[src/rtl/usb_token_pkg.sv]
// Shared definitions for the USB token builder: token types, PIDs, FSM states, CRC5 helper.
package usb_token_pkg;

    typedef enum logic [1:0] {
        TOK_OUT   = 2'b00,
        TOK_IN    = 2'b01,
        TOK_SOF   = 2'b10,
        TOK_SETUP = 2'b11
    } token_type_e;

    localparam logic [3:0] PID_OUT   = 4'h1;
    localparam logic [3:0] PID_IN    = 4'h9;
    localparam logic [3:0] PID_SOF   = 4'h5;
    localparam logic [3:0] PID_SETUP = 4'hD;

    typedef enum logic [2:0] {
        ST_IDLE,
        ST_PID,
        ST_B1,
        ST_B2,
        ST_DONE,
        ST_GAP
    } state_e;

    function automatic logic [3:0] pid_of(input logic [1:0] t);
        logic [3:0] p;
        case (t)
            TOK_OUT:   p = PID_OUT;
            TOK_IN:    p = PID_IN;
            TOK_SOF:   p = PID_SOF;
            default:   p = PID_SETUP;
        endcase
        return p;
    endfunction

    // Returns the CRC already inverted and bit-reversed, ready to drop into B2[7:3].
    function automatic logic [4:0] crc5_11(input logic [10:0] field);
        logic [4:0] c;
        logic [4:0] r;
        logic       fb;
        c = 5'b11111;
        r = 5'b00000;
        for (int i = 0; i < 11; i++) begin
            fb = field[i] ^ c[4];
            c  = {c[3:0], 1'b0} ^ (fb ? 5'b00101 : 5'b00000);
        end
        for (int i = 0; i < 5; i++) begin
            r[i] = ~c[4-i];
        end
        return r;
    endfunction

endpackage

[src/rtl/usb_token_tx_crc.sv]
// Combinational CRC5 over an 11-bit token field; output is in B2[7:3] bit order.
module usb_crc5_11
    import usb_token_pkg::*;
(
    input  logic [10:0] field,
    output logic [4:0]  crc
);

    assign crc = crc5_11(field);

endmodule

[src/rtl/usb_token_tx.sv]
// USB host token packet builder: PID + 11-bit field + CRC5 streamed over UTMI TX.
// Optional USB_TOKEN_IPG_EN inserts an IPG_CYCLES idle gap after each packet.
module usb_token_tx
    import usb_token_pkg::*;
#(
    parameter int unsigned IPG_CYCLES = 8
) (
    input  logic        clk,
    input  logic        rst,
    input  logic        token_start,
    input  logic [1:0]  token_type,
    input  logic [6:0]  token_addr,
    input  logic [3:0]  token_endp,
    input  logic [10:0] token_frame,
    output logic        token_ready,
    output logic        token_done,
    output logic [7:0]  utmi_tx_data,
    output logic        utmi_tx_valid,
    input  logic        utmi_tx_ready
);

    state_e      state_q, state_d;
    logic [3:0]  pid_q, pid_d;
    logic [10:0] field_q, field_d;
    logic [4:0]  crc_q, crc_d;
    logic [4:0]  crc_w;

    usb_crc5_11 u_crc (
        .field (field_q),
        .crc   (crc_w)
    );

`ifdef USB_TOKEN_IPG_EN
    localparam int GW = (IPG_CYCLES > 2) ? $clog2(IPG_CYCLES) : 1;
    logic [GW-1:0] gap_cnt_q, gap_cnt_d;
`else
    logic ipg_unused;
    assign ipg_unused = ^IPG_CYCLES;
`endif

    always_comb begin
        state_d       = state_q;
        pid_d         = pid_q;
        field_d       = field_q;
        crc_d         = crc_q;
        token_ready   = 1'b0;
        token_done    = 1'b0;
        utmi_tx_valid = 1'b0;
        utmi_tx_data  = 8'h00;
`ifdef USB_TOKEN_IPG_EN
        gap_cnt_d     = gap_cnt_q;
`endif
        case (state_q)
            ST_IDLE: begin
                token_ready = 1'b1;
                if (token_start) begin
                    pid_d   = pid_of(token_type);
                    field_d = (token_type == TOK_SOF) ? token_frame : {token_endp, token_addr};
                    state_d = ST_PID;
                end
            end
            ST_PID: begin
                utmi_tx_valid = 1'b1;
                utmi_tx_data  = {~pid_q, pid_q};
                // Field is stable from here on, so the CRC register settles long before B2.
                crc_d         = crc_w;
                if (utmi_tx_ready) state_d = ST_B1;
            end
            ST_B1: begin
                utmi_tx_valid = 1'b1;
                utmi_tx_data  = field_q[7:0];
                if (utmi_tx_ready) state_d = ST_B2;
            end
            ST_B2: begin
                utmi_tx_valid = 1'b1;
                utmi_tx_data  = {crc_q, field_q[10:8]};
                if (utmi_tx_ready) state_d = ST_DONE;
            end
            ST_DONE: begin
                token_done = 1'b1;
`ifdef USB_TOKEN_IPG_EN
                gap_cnt_d  = GW'(IPG_CYCLES - 1);
                state_d    = ST_GAP;
`else
                state_d    = ST_IDLE;
`endif
            end
`ifdef USB_TOKEN_IPG_EN
            ST_GAP: begin
                if (gap_cnt_q == '0) state_d = ST_IDLE;
                else                 gap_cnt_d = gap_cnt_q - 1'b1;
            end
`endif
            default: state_d = ST_IDLE;
        endcase
    end

    always_ff @(posedge clk) begin
        if (rst) begin
            state_q <= ST_IDLE;
            pid_q   <= 4'h0;
            field_q <= 11'h000;
            crc_q   <= 5'h00;
        end else begin
            state_q <= state_d;
            pid_q   <= pid_d;
            field_q <= field_d;
            crc_q   <= crc_d;
        end
    end

`ifdef USB_TOKEN_IPG_EN
    always_ff @(posedge clk) begin
        if (rst) gap_cnt_q <= '0;
        else     gap_cnt_q <= gap_cnt_d;
    end
`endif

endmodule

[config.mk]
export PLATFORM = sky130hd
export DESIGN_NAME = usb_token_tx
export DESIGN_NICKNAME = d
export VERILOG_FILES = /design/src/rtl/usb_token_pkg.sv /design/src/rtl/usb_token_tx_crc.sv /design/src/rtl/usb_token_tx.sv
export SDC_FILE = /design/constraint.sdc
export NUM_CORES = 1
export LEC_CHECK = 0
export ABC_AREA = 1
export BUFFER_PORTS_ARGS = -buffer_cell sky130_fd_sc_hd__clkbuf_2
export CAP_MARGIN = 20
export CORE_ASPECT_RATIO = 1.2
export CORE_MARGIN = 4
export CORE_UTILIZATION = 38
export CTS_CLUSTER_DIAMETER = 40
export DETAILED_ROUTE_END_ITERATION = 10
export SLEW_MARGIN = 10
export SYNTH_ARGS = -nofsm -noshare
export SYNTH_HDL_FRONTEND = slang
export SYNTH_SLANG_ARGS = --single-unit
[constraint.sdc]
create_clock -name clk -period 1.35 [get_ports clk]
set_input_delay 0.135 -clock clk [delete_from_list [all_inputs] [get_ports clk]]
set_output_delay 0.135 -clock clk [all_outputs]
set_load 0.02 [all_outputs]
# After elaboration in Yosys (flattened, before gate mapping)
# Cells that the tools add are included.
totals:
  inputBits: 28
  word_cells: 68
  ff_bits: 23
op_classes:
  n_bitwise: 27
  n_eq_ne: 10
  n_reduce_logical: 5
  mux: 22
ops:
  columns: ["operator", "count"]
  rows:
  - ["$xor 5x5->5", 10]
  - ["$mux 3", 15]
  - ["$pmux 8 s3", 1]
  - ["$pmux 3 s4", 1]
  - ["$pmux 4 s3", 1]
  - ["$mux 11", 1]
  - ["$xor 1x1->1", 10]
  - ["$ne 2x2->1 const B", 4]
  - ["$not 4->4", 2]
  - ["$eq 3x2->1 const B", 2]
  - ["$not 1->1", 5]
  - ["$reduce_and 4->1", 1]
  - ["$eq 3x1->1 const B", 1]
  - ["$eq 3x3->1 const B", 1]
  - ["$logic_not 3->1", 1]
  - ["$mux 1", 3]
  - ["$reduce_or 3->1", 1]
  - ["$eq 2x1->1 const B", 1]
  - ["$eq 2x2->1 const B", 1]
  - ["$logic_not 2->1", 1]
  - ["$reduce_and 2->1", 1]

# Logic depth before layout (Yosys ltp)
depth:
  word_depth: 33
  mapped_depth: 12
  ltp_nobuf: 12

# By module
# A second synthesis with hierarchy kept.
unflattened:
  cells_unflattened: 249
  hier_area_um2: 1545.2
modules_own_cells:
  columns: ["mod", "seq_area_each_um2", "area_per_inst_um2", "instances", "cells_per_inst"]
  rows:
  - ["usb_token_tx", 440.4, 1163.6, 1, 170]
  - ["usb_crc5_11", 0.0, 381.6, 1, 79]

# Worst setup path after synthesis
# Ideal clock, no wire load.
synth_timing:
  kind: "register to output"
  startpoint: "reg state_q[0]"
  endpoint: "out utmi_tx_data[0]"
  path_buffers: 1
  required_time_ps: 1215
  setup_slack_ps: -98
  arrival_ps: 1313
  path_stages_with_launch: 8
  path_cell_list: "dfxtp_1 inv_1 nor2_1 inv_2 nor2_4 inv_2 buf_2 o221ai_1"
synth_via:
  elab_chain_len: 2
  elab_cells_between_ends: 4
  classes_between: "eq/ne (3); mux (1)"
synth_rtl:
  columns: ["element", "line", "rtl"]
  rows:
  - ["start, declared", "usb_token_tx.sv:22", "state_e state_q, state_d;"]
  - ["start signal, assigned", "usb_token_tx.sv:105", "state_q <= state_d;"]
  - ["$eq 3x2->1 / $eq 3x1->1 (equally long branches)", "usb_token_tx.sv:53", "case (state_q)"]
  - ["$pmux 8 s3 (*)", "usb_token_tx.sv:53", null]
  - ["end, declared", "usb_token_tx.sv:17", "output logic [7:0] utmi_tx_data,"]
# Every way passes the cells marked *; elsewhere a longest branch is shown, timed or not.

# Worst setup path in the final report
layout_timing:
  startpoint: "reg state_q[0]"
  endpoint: "out utmi_tx_data[3]"
# Same word-level chain as after synthesis.

==> out/qor.txt <==
Comb power frac - 0.707
# nets final - 309
Tot GR Track Use - 0.177
status - complete, but fails checks
Synth Instances - 212
Flop pwr share - 0.206
Post-synth EDFFs - 0
total CTS buffers - 3
Worst path max stage delay - 0.36 ns
antenna viol nets, final - 0
RSZ-0062 raised after global routing - true
violations in the final reports - setup timing
Top delay family on crit path - buffers and inverters
yosys warns - 0
via count - 1568
total power - 5.52 mW
Final Hold Vio Count - 0
Post-DP Area - 1720 sq um
Starting DRT DRC Count - 84
Pre-antenna DRT Iters - 4
Mapped Nets - 240
Clock Power Share - 0.087
Slew @ Worst Pin - 0.600 ns
Arr. time, crit path - 1.47 ns
vias in the first global route - 1501
largest net degree at the start of global routing - 28
Critical Path Sink Type - output port
Final setup viols - 31
HP Class - primary input to flop
row cnt - 23
Via density - 4.95
Psw - 2.55 mW
worst vdd ir - 0.879 mV
worst-path cell chain - inv_2 -> nor2_2 -> inv_2 -> nor2_4 -> inv_6 -> o221ai_2 -> clkbuf_8
area growth from synthesis to layout - 70.7%
ys flop type - dfxtp_1
flip-flop and latch count after synthesis - 22
P_int - 2.97 mW
startpoint types - flop
CTS tree - yes
Synth area leader - dfxtp_1
Initial Util - 0.406
max_slew headroom - 0.600
synthesized area - 1400 sq um
crit-path max FO - 5
H-tree levels - 1
Root Buffer - clkbuf_8
Remaining DRCs - 0
total gr overflow - 0
Worst-path clk slew - 0.08 ns
first-pass GRT wire length - 6620 um
switching share of total power - 0.462
post-DP HPWL - 2610 um
worst setup path category - flop to output port
initial antenna violation count - 0
leak pwr - 1.10 nW
IO Pins - 39
Die Ht - 74.6 um
Cells after DPL - 294
Setup WS pre-CTS - -0.00342 ns
count of different cell masters after synthesis - 23
top-area cell type share of the netlist area - 0.314
CTS Sinks - 22
I/O Buffers - 38
crit share post-route - 1.19
core region area - 3450 sq um
Routed wire per std cell - 13.6 um
Slew Limit Fails - 0
Critical Path Most Common Cell - inv_2
Avg Cell Area, Syn - 6.62 sq um
GPL Wtd Cong - 0.828
clock skew - 0.000757 ns
pwr dens - 2310 nW/um^2
fin worst setup slack - -0.250 ns
WP data required - 1.22 ns
sequential area share after synthesis - 0.314
# diodes - 0
final core utilization - 0.693
slowest CP cell - dfxtp_2
WP buf/inv - 4
Post-Layout Cell Count - 317
max cap viols - 0
Fmax achieved - 625 MHz
post-route cell area - 2390 sq um
die area - 4730 sq um
maximum clock path buffer count - 2
FF-to-FF setup slack - -0.21 ns
final WL - 4300 um
Post-synth ARST share - 0
ratio of cells with drive above 1 in the final layout - 0.539
die width - 63.5 um
Worst-Skew Late Latency - 0.26 ns
synth top area cells - dfxtp_1 31%, a211oi_1 14%, nand2_1 13%, inv_1 10%, nor2_1 6.2%
crit path time final - 1.60 ns
-- repair_timing --
| item | CTS | global route |
|---|---|---|
| resized for setup | 58 | 56 |
| pin swaps | 5 | 9 |
| hold buffers | 0 | 0 |
| endpoints found under the hold margin | 0 | 0 |
| cloned | 2 | 3 |
| setup endpoints to repair | 10 | 31 |
| setup buffers | 9 | 5 |
-- kinds of logic after synthesis --
family | count (synthesis) | share of synthesized area
compound gates | 43 | 0.224
xor+xnor | 6 | 0.0428
buf+inv | 51 | 0.148
flops | 22 | 0.314
simple gates | 90 | 0.271
-- synth_stat cells (all sizes together), types with 3 or more instances --
library cell  count
buf               3
inv              44
dfxtp            22
a211oi           26
nand2            50
a21oi             6
nor2             26
xor2              4
clkbuf            4
nand3            13
o221ai            7
-- registers in the layout (all words and copies together) (netlist names) --
name,count
pid_q,3
field_q,11
crc_q,5
state_q,3
-- metal layers --
layer | track usage | up-vias | wire, um
li1 | - | 824 | -
met5 | 0 | - | 0
met3 | 0.0317 | 8 | 186
met1 | 0.208 | 699 | 1770
met2 | 0.319 | 37 | 2280
met4 | 0.0767 | 0 | 72
-- stage by stage --
step	TNS, ns	hold WS, ns
5_1_grt	-6.77	0.169
3_5_place_dp	-0.00342	0.420
3_3_place_gp	-0.0183	0.423
4_1_cts	-3.13	0.144
2_1_floorplan	-0.590	0.291
6_report	-4.71	0.154
-- worst paths after layout --
kind                  from               to  cells after the start
max reg2reg     state_q[0]       field_q[2]                      9
max             state_q[0]  utmi_tx_data[3]                      7
min          token_type[0]         pid_q[3]                      3
min reg2reg     field_q[4]       field_q[4]                      2
-- cell type report --
cell class                      count  area (sq um)
Multi-Input combinational cell    140          1080
Sequential cell                    22           455
Timing Repair inverter              1          3.75
Fill cell                         293          1060
Clock buffer                        4          55.1
Tap cell                           37          46.3
Timing Repair Buffer               69           574
Inverter                           44           178
-- cells in the final DEF, fill, tap and decap left out, types with 3 or more instances in the layout --
cell,instances
inv_2,8
a211oi_2,13
buf_4,23
nand2_4,6
nand3_1,9
nand2_2,11
clkbuf_8,10
clkbuf_2,28
buf_6,7
nor2_1,17
nor2_2,3
a211oi_1,9
o221ai_2,5
dfxtp_4,3
nand2_1,34
inv_1,34
dfxtp_1,16
nor2_4,6
a211oi_4,4
xor2_1,3
dfxtp_2,3
nand3_2,4
a21oi_2,4
-- power groups by stage --
stage	clock, mW	combinational, mW	sequential (mW)
5_1_grt	0.513	4.24	1.17
3_3_place_gp	0	2.37	1.07
6_report	0.482	3.90	1.14
4_1_cts	0.484	3.08	1.10
2_1_floorplan	0	1.73	1.03
3_5_place_dp	0	2.37	1.06
-- worst min-delay path, cell delays in order --
cell	delay (ns)
clkbuf_2	0.10
nor2_2	0.11
a211oi_2	0.04
Power figures use the tool's default switching activity.
